**config.mk**
```make
export PLATFORM = sky130hd
export DESIGN_NAME = bv_inv_skolem_engine
export DESIGN_NICKNAME = d
export VERILOG_FILES = /design/src/rtl/bv_inv_skolem_engine.sv
export SDC_FILE = /design/constraint.sdc
export NUM_CORES = 1
export LEC_CHECK = 0
export CAP_MARGIN = 25
export CORE_ASPECT_RATIO = 0.5
export CORE_UTILIZATION = 58
export DETAILED_ROUTE_END_ITERATION = 10
export GPL_ROUTABILITY_DRIVEN = 0
export HOLD_SLACK_MARGIN = 0.05
export PLACE_DENSITY = 0.95
export SKIP_CTS_REPAIR_TIMING = 1
export SLEW_MARGIN = 0
export SYNTH_ARGS = -nofsm -noshare
export SYNTH_HDL_FRONTEND = slang
export SYNTH_SLANG_ARGS = --single-unit
```
**constraint.sdc**
```tcl
create_clock -name clk -period 5.38 [get_ports clk]
set_clock_uncertainty 0.1 [all_clocks]
set_input_delay 0.538 -clock clk [delete_from_list [all_inputs] [get_ports clk]]
set_output_delay 0.538 -clock clk [all_outputs]
set_load 0.1 [all_outputs]
```
**src/rtl/bv_inv_skolem_engine.sv**
```systemverilog
// bv_inv_skolem_engine: digit-serial invertibility condition and witness for (x <op> s) == t; optional SKOLEM_WITNESS_CHECK_EN adds wit_ok
module bv_inv_skolem_engine #(
  parameter int WIDTH = 8,
  parameter int DIGIT = 1
) (
  input  logic             clk,
  input  logic             rst,
  input  logic             in_valid,
  output logic             in_ready,
  input  logic [1:0]       in_op,
  input  logic [WIDTH-1:0] in_s,
  input  logic [WIDTH-1:0] in_t,
  output logic             out_valid,
  input  logic             out_ready,
  output logic [WIDTH-1:0] out_x,
  output logic             out_ic,
  output logic             busy
`ifdef SKOLEM_WITNESS_CHECK_EN
  , output logic           wit_ok
`endif
);
  localparam int N  = WIDTH / DIGIT;
  localparam int KW = N > 1 ? $clog2(N) : 1;
  if (WIDTH < 1 || DIGIT < 1 || WIDTH % DIGIT != 0) begin : g_bad_cfg
    $error("bv_inv_skolem_engine: WIDTH must be a positive multiple of DIGIT");
  end
  typedef enum logic [1:0] {IDLE, RUN, DONE} state_t;
  state_t           state, state_n;
  logic [1:0]       op_q;
  logic [WIDTH-1:0] s_q, t_q, x_acc, x_next;
  logic             ic_acc, ic_next, last;
  logic [KW-1:0]    k;
  logic [DIGIT-1:0] s_d, t_d, x_d;
  logic             ic_d;
  // state register
  always_ff @(posedge clk or posedge rst)
    if (rst) state <= IDLE;
    else     state <= state_n;
  // next state and handshake outputs
  always_comb begin
    state_n   = state;
    in_ready  = state == IDLE;
    out_valid = state == DONE;
    busy      = state != IDLE;
    if (state == IDLE && in_valid) state_n = RUN;
    if (state == RUN && last)      state_n = DONE;
    if (state == DONE && out_ready) state_n = IDLE;
  end
  // current digit rule: OR uses the minimal witness, op 11 is never invertible
  always_comb begin
    last    = k == KW'(N - 1);
    s_d     = s_q[k*DIGIT +: DIGIT];
    t_d     = t_q[k*DIGIT +: DIGIT];
    x_d     = op_q == 2'd0 ? t_d & ~s_d : op_q == 2'd1 ? t_d : op_q == 2'd2 ? s_d ^ t_d : '0;
    ic_d    = op_q == 2'd0 ? ~|(s_d & ~t_d) : op_q == 2'd1 ? ~|(t_d & ~s_d) : op_q == 2'd2;
    x_next  = x_acc;
    x_next[k*DIGIT +: DIGIT] = x_d;
    ic_next = ic_acc & ic_d;
  end
`ifdef SKOLEM_WITNESS_CHECK_EN
  logic [WIDTH-1:0] w_res;
  // re-evaluate the literal with the finished witness over the full vectors
  always_comb
    w_res = op_q == 2'd0 ? x_next | s_q : op_q == 2'd1 ? x_next & s_q : x_next ^ s_q;
  // witness check flag, valid in DONE, cleared on result handshake
  always_ff @(posedge clk or posedge rst)
    if (rst)                                wit_ok <= 1'b0;
    else if (state == RUN && last)          wit_ok <= op_q != 2'd3 && w_res == t_q;
    else if (state == DONE && out_ready)    wit_ok <= 1'b0;
`endif
  // operand latch, digit accumulation; results only update on the final digit
  always_ff @(posedge clk or posedge rst)
    if (rst) begin
      op_q   <= '0;
      s_q    <= '0;
      t_q    <= '0;
      x_acc  <= '0;
      ic_acc <= 1'b0;
      k      <= '0;
      out_x  <= '0;
      out_ic <= 1'b0;
    end else if (state == IDLE && in_valid) begin
      op_q   <= in_op;
      s_q    <= in_s;
      t_q    <= in_t;
      x_acc  <= '0;
      ic_acc <= in_op != 2'd3;
      k      <= '0;
    end else if (state == RUN) begin
      x_acc  <= x_next;
      ic_acc <= ic_next;
      k      <= last ? '0 : k + 1'b1;
      if (last) begin
        out_x  <= x_next;
        out_ic <= ic_next;
      end
    end
endmodule

```
# After elaboration in Yosys (flattened, before gate mapping)
# Index checks and enable logic that the tools add are counted.
# word_totals
reg_bits	41
input_bits	22
output_inout_bits	12
word_cells	55
# op_classes
n_addsub	2
n_eq_ne	6
n_shift	4
muxes	16
n_bitwise	7
n_reduce_logical	11
# op_table
op	count
negation 3 -> 34 bit	1
variable shift 1 x 34 -> 8 bit, first input constant	1
indexed part select 1 x 34 -> 8 bit	1
two-way mux 8 bit	2
indexed part select 8 x 4 -> 1 bit	2
two-way mux 3 bit	3
bitwise mux 8 bit	1
two-way mux 1 bit	7
two-way mux 2 bit	3
equality test 2 x 1 -> 1 bit, second input constant	2
equality test 2 bit, second input constant	2
zero test 2 bit	2
nonzero test 2 bit	2
adder 3 x 1 -> 3 bit, second input constant	1
bitwise AND 1 bit	3
equality test 3 bit, second input constant	1
logical AND 1 bit	3
NOT 1 bit	3
AND reduction 3 bit	1
nonzero test 3 bit	1
zero test 1 bit	2
inequality test 2 bit, second input constant	1
bitwise XOR 1 bit	1

# Logic depth before layout (Yosys ltp)
# logic_depth
ltp_word	9
depth_mapped	11
mapped_depth_nobuf	9

# Least setup slack after synthesis
# No wires, ideal clock.
# synth_path
path_kind	flip-flop to flip-flop
start	register k[0]
end	register x_acc[2]
setup_time_ns	0.110
arrival_time_ns	2.477
required_time_ns	5.170
path_slack_ns	2.693
path_stages_with_launch	12
n_path_buf	2
period_less_slack_ns	2.687
path_cell_list	dfrtp_1 -> buf_6 -> mux4_1 -> nand2_1 -> and2_1 -> inv_1 -> ha_1 -> o21ai_0 -> o31a_1 -> clkbuf_2 -> nand4_1 -> o41ai_1
# synth_via
elab_chain_cells	9
elab_cells_between_ends	14
classes_between	1 x add/sub; 4 x shift; 6 x mux; 3 x bitwise
# synth_rtl
element	line_no	source
from (decl)	32	logic [KW-1:0] k;
from (signal assigned)	92	k <= last ? '0 : k + 1'b1;
indexed part select 8 x 4 -> 1 bit, on equally long branches	52, 53	
bitwise XOR 1 bit	54	x_d = op_q == 2'd0 ? t_d & ~s_d : op_q == 2'd1 ? t_d : op_q == 2'd2 ? s_d ^ t_d : '0;
two-way mux 1 bit (3 in series)	54	
indexed part select 1 x 34 -> 8 bit	57	x_next[k*DIGIT +: DIGIT] = x_d;
bitwise mux 8 bit *	57	
two-way mux 8 bit *	89	end else if (state == RUN) begin
two-way mux 8 bit *	82	end else if (state == IDLE && in_valid) begin
to (signal assigned)	90	x_acc <= x_next;
to (decl)	30	logic [WIDTH-1:0] s_q, t_q, x_acc, x_next;
# Every way passes the cells marked *; elsewhere a longest branch is shown, timed or not. The select of a mux whose other input is x is not followed.
# A chain may end at the register's enable or synchronous reset.

# Worst setup path after layout
# layout_path
start	register k[0]
end	register out_x[2]
# layout_via
elab_chain_cells	7
elab_cells_between_ends	14
classes_between	1 x add/sub; 1 x eq/ne; 4 x shift; 4 x mux; 3 x bitwise; 1 x reduce/logical
# layout_rtl
element	line_no	source
indexed part select 8 x 4 -> 1 bit, on equally long branches	52, 53	
bitwise XOR 1 bit	54	
two-way mux 1 bit (3 in series)	54	
indexed part select 1 x 34 -> 8 bit	57	
bitwise mux 8 bit	57	
to (signal assigned)	94	out_x <= x_next;
to (decl)	15	output logic [WIDTH-1:0] out_x,
# Parallel ways exist; a longest one is shown, timed or not.

==> summary.txt <==
Status
  • Status: completed

Logic synthesis
  • Proportion of synthesized area in mux cells: 4.02%
  • Yosys reg bits: 41
  • Sequential area share after synthesis: around 45%
  • Post-synth top flop: dfrtp_1
  • Mapped cell area: between 2000 and 2500 µm²
  • Largest family of logic cells by synthesized area: simple AND/OR/NAND/NOR gates
  • Post-synthesis xor/xnor area fraction: 0%
  • Ys async rst share: between 90% and 100%
  • Post-Synth Adder-Cell Area: approximately 4.9%
  • Top cells by area, synth: dfrtp_1 45%, nand2_1 12%, ha_1 4.9%
  • Post-synthesis compound-gate area fraction: between 15 and 20%
  • Synth top area share: between 40% and 50%
  • Area leader, netlist: dfrtp_1
  • Count of cell types in the netlist: 46
  • Synth Warn #: 0
  • EDFF count, synth: 0
  • Post-Synth Simple-Gate Area: roughly a quarter
  • Synth Net Count: about 280
  • Post-Syn Area per Cell: just over 9 µm²
  • Post-Synthesis Cells: 252

Route
  • DR iter-0 viols: around 160
  • Vias post-DR: around 2000
  • DRC Markers: 0
  • Total wire length: roughly 5.2 mm
  • Routed wire length per instance: 15.9 µm
  • Final ANT Viol Nets: 0
  • Initial DRT Pass Iterations: 4
  • DR vias/cell: around 6.1

Place
  • I/O Buffers: 33
  • Post-DP HPWL: between 3 and 4 mm
  • Setup WS pre-CTS: around 2100 ps

Power
  • Switch share: between 20% and 30%
  • Reg power frac: between 50% and 60%
  • Net Switching: roughly 130 µW
  • Pleak: ~1.3 nW
  • Max IR drop VDD: 0.158 mV
  • Power per cell area: roughly 230 nW/µm²
  • Pint: about 490 µW
  • Combinational share of power: under 10%
  • Power share of the clock group: between 40% and 50%

Flow run
  • Max-cap violations: 0

Timing
  • RSZ-0062 raised after global routing: false
  • Measured slew at the worst slew-check pin: 988 ps
  • Final Setup Violations: 0
  • Fmax: a little under 0.3 GHz
  • PnR worst setup slack: 1920 ps
  • Period utilization: about 64%
  • Hold Vio Cnt, Final: 0
  • Setup TNS: 0 ps
  • Slew HR: approximately a third
  • Fin. max-slew vios: 0
  • Hold_ws: about 380 ps
  • Minimum clock period: roughly 3500 ps

Clock network
  • Clock Tree Buf Depth: 2
  • CTS sink cnt: between 40 and 50
  • Clk slew on worst S/H paths: 80 ps
  • Worst skew pair latency: a little under 300 ps
  • H-Tree Depth: 2
  • CTS root buffer: clkbuf_8
  • CTS tree: built
  • TritonCTS buffer count: 5

Global route
  • Tot GR Track Use: 27.4%
  • Grt total ovfl: 0
  • Initial antenna violation count: 0
  • First-pass GRT wire length: 8.46 mm
  • Number of global-route vias before repair: ~1800
  • Largest net degree at the start of global routing: 42

Floorplan
  • # rows: 15
  • Core Area: between 3000 and 4000 µm²
  • Die outline width: roughly 90 µm
  • Initial Utilization: a little under two thirds
  • I/O pin count: 34
  • Die H: between 40 and 50 µm
  • Die footprint: 4240 µm²

Critical path
  • Kind of critical path: reg2reg
  • Crit path DAT: roughly 3500 ps
  • Worst path slowest cell: dfrtp_1
  • Crit path max-delay family: compound AO/OA/AOI/OAI gates
  • CP required: between 5000 and 6000 ps
  • Buf+Inv Stages, Crit Path: 1
  • Worst path max stage delay: 740 ps
  • CP endpoint kind: flip-flop
  • Worst path cell trace: mux4_1 > nand2_1 > and2_1 > inv_1 > ha_1 > o21ai_0 > o31a_1 > nand4_1 > o41ai_1
  • Setup crit start kind: flip-flop
  • CP max FO: 15

Layout
  • Post-layout net count: 309
  • Fraction of layout cells with a size suffix above 1: between 7 and 8%
  • Sequential standard cell area: between 1000 and 1500 µm²
  • Area of the multi-input gates: approximately 1100 µm²
  • Filler cell count: between 200 and 250
  • Area delta synth->final: 19.4%
  • Ant diodes: 0
  • Leading cell type in the layout, fill and taps excluded: nand2_1
  • Commonest cells after routing, fill and taps aside: 71 x nand2_1, 41 x dfrtp_1, 33 x clkdlybuf4s50_1

Min path
  • Worst Hold Class: reg2reg
==> layout make-up <==
class | count | share of cell area, %
Multi-Input combinational cell | 180 | 41.5
Sequential cell | 41 | 37.3
Timing Repair Buffer | 35 | 12.6
Clock buffer | 7 | 3.14
Tap cell | 51 | 2.32
Inverter | 15 | 2.05
Clock inverter | 1 | 1.09
==> path summary, 6_finish.rpt <==
path / startpoint / slack (ps) / cells past startpoint / end
worst min-delay path: s_q[0]$_DFFE_PP0P_ / 380 / 2 / s_q[0]$_DFFE_PP0P_
worst max-delay path: k[0]$_DFFE_PP0P_ / 1920 / 9 / out_x[2]$_DFFE_PP0P_
min in group asynchronous: rst / 560 / 3 / s_q[4]$_DFFE_PP0P_
max in group asynchronous: rst / 4250 / 3 / out_x[5]$_DFFE_PP0P_
worst min register to register: s_q[0]$_DFFE_PP0P_ / 380 / 2 / s_q[0]$_DFFE_PP0P_
worst max register to register: k[0]$_DFFE_PP0P_ / 1920 / 9 / out_x[2]$_DFFE_PP0P_
==> sequential cells by signal, summed over array words and instances, names as in the netlist <==
name and cells:
ic_acc 1, k 3, op_q 2, out_ic 1, out_x 8, s_q 8
state 2, t_q 8, x_acc 8
==> worst register-to-register path: stages (launching register included) <==
cell     delay, ps
dfrtp_1        740
mux4_1         640
nand2_1         80
and2_1         140
inv_1           50
ha_1           270
o21ai_0        220
o31a_1         440
nand4_1        290
o41ai_1        360
==> power by group through the flow <==
| stage | Combinational (mW) | Clock, mW | Sequential, mW |
|---|---|---|---|
| floorplan | 0.0245 | 0 | 0.324 |
| global placement | 0.0431 | 0 | 0.325 |
| detailed placement | 0.0453 | 0 | 0.326 |
| CTS | 0.0457 | 0.258 | 0.320 |
| global route | 0.0500 | 0.270 | 0.320 |
| finish | 0.0453 | 0.254 | 0.320 |
==> kinds of logic (layout without fill, tap and decap cells) <==
| kind of cell | Yosys count | after routing |
|---|---|---|
| compound gates | 49 | 49 |
| mux | 6 | 6 |
| fa+ha+maj | 9 | 9 |
| flops | 41 | 41 |
| simple gates | 116 | 116 |
| buf+inv | 31 | 58 |
==> metrics by stage <==
step | util, % | cell area, µm² | total power [mW] | std cells
after floorplan | - | 2300 | 0.349 | 252
after global placement | 73.1 | 2630 | 0.369 | 322
after detailed placement | 73.1 | 2630 | 0.371 | 322
after CTS | 76.3 | 2750 | 0.623 | 330
after global routing | 76.3 | 2750 | 0.640 | 330
final | 76.3 | 2750 | 0.619 | 330
==> synth_stat cells (2+ instances only) <==
| library cell | instances |
|---|---|
| a31oi_1 | 4 |
| mux4_1 | 2 |
| o31ai_1 | 6 |
| o41ai_1 | 4 |
| buf_6 | 2 |
| o21ai_0 | 8 |
| nor3b_1 | 2 |
| a21oi_1 | 6 |
| ha_1 | 9 |
| o31a_1 | 2 |
| nor2_1 | 6 |
| o31ai_2 | 3 |
| inv_1 | 15 |
| o311ai_0 | 2 |
| nor3_1 | 3 |
| nand3_1 | 14 |
| buf_2 | 6 |
| nand4_1 | 2 |
| mux2i_1 | 4 |
| nand2_1 | 71 |
| clkbuf_1 | 7 |
| o311a_1 | 3 |
| a2bb2oi_1 | 2 |
| a21o_1 | 3 |
| and2_1 | 4 |
| dfrtp_1 | 41 |
| nor2b_1 | 2 |
==> per-layer routing <==
| metal | vias to the layer above | track usage, % | part of all wire [%] |
|---|---|---|---|
| li1 | 929 | - | - |
| met3 | 19 | 7.43 | 7.5 |
| met2 | 114 | 47.0 | 47 |
| met5 | - | 0 | 0 |
| met4 | 0 | 16.2 | 3.0 |
| met1 | 936 | 32.6 | 42 |
No activity file was read; power rests on OpenSTA's default activity.
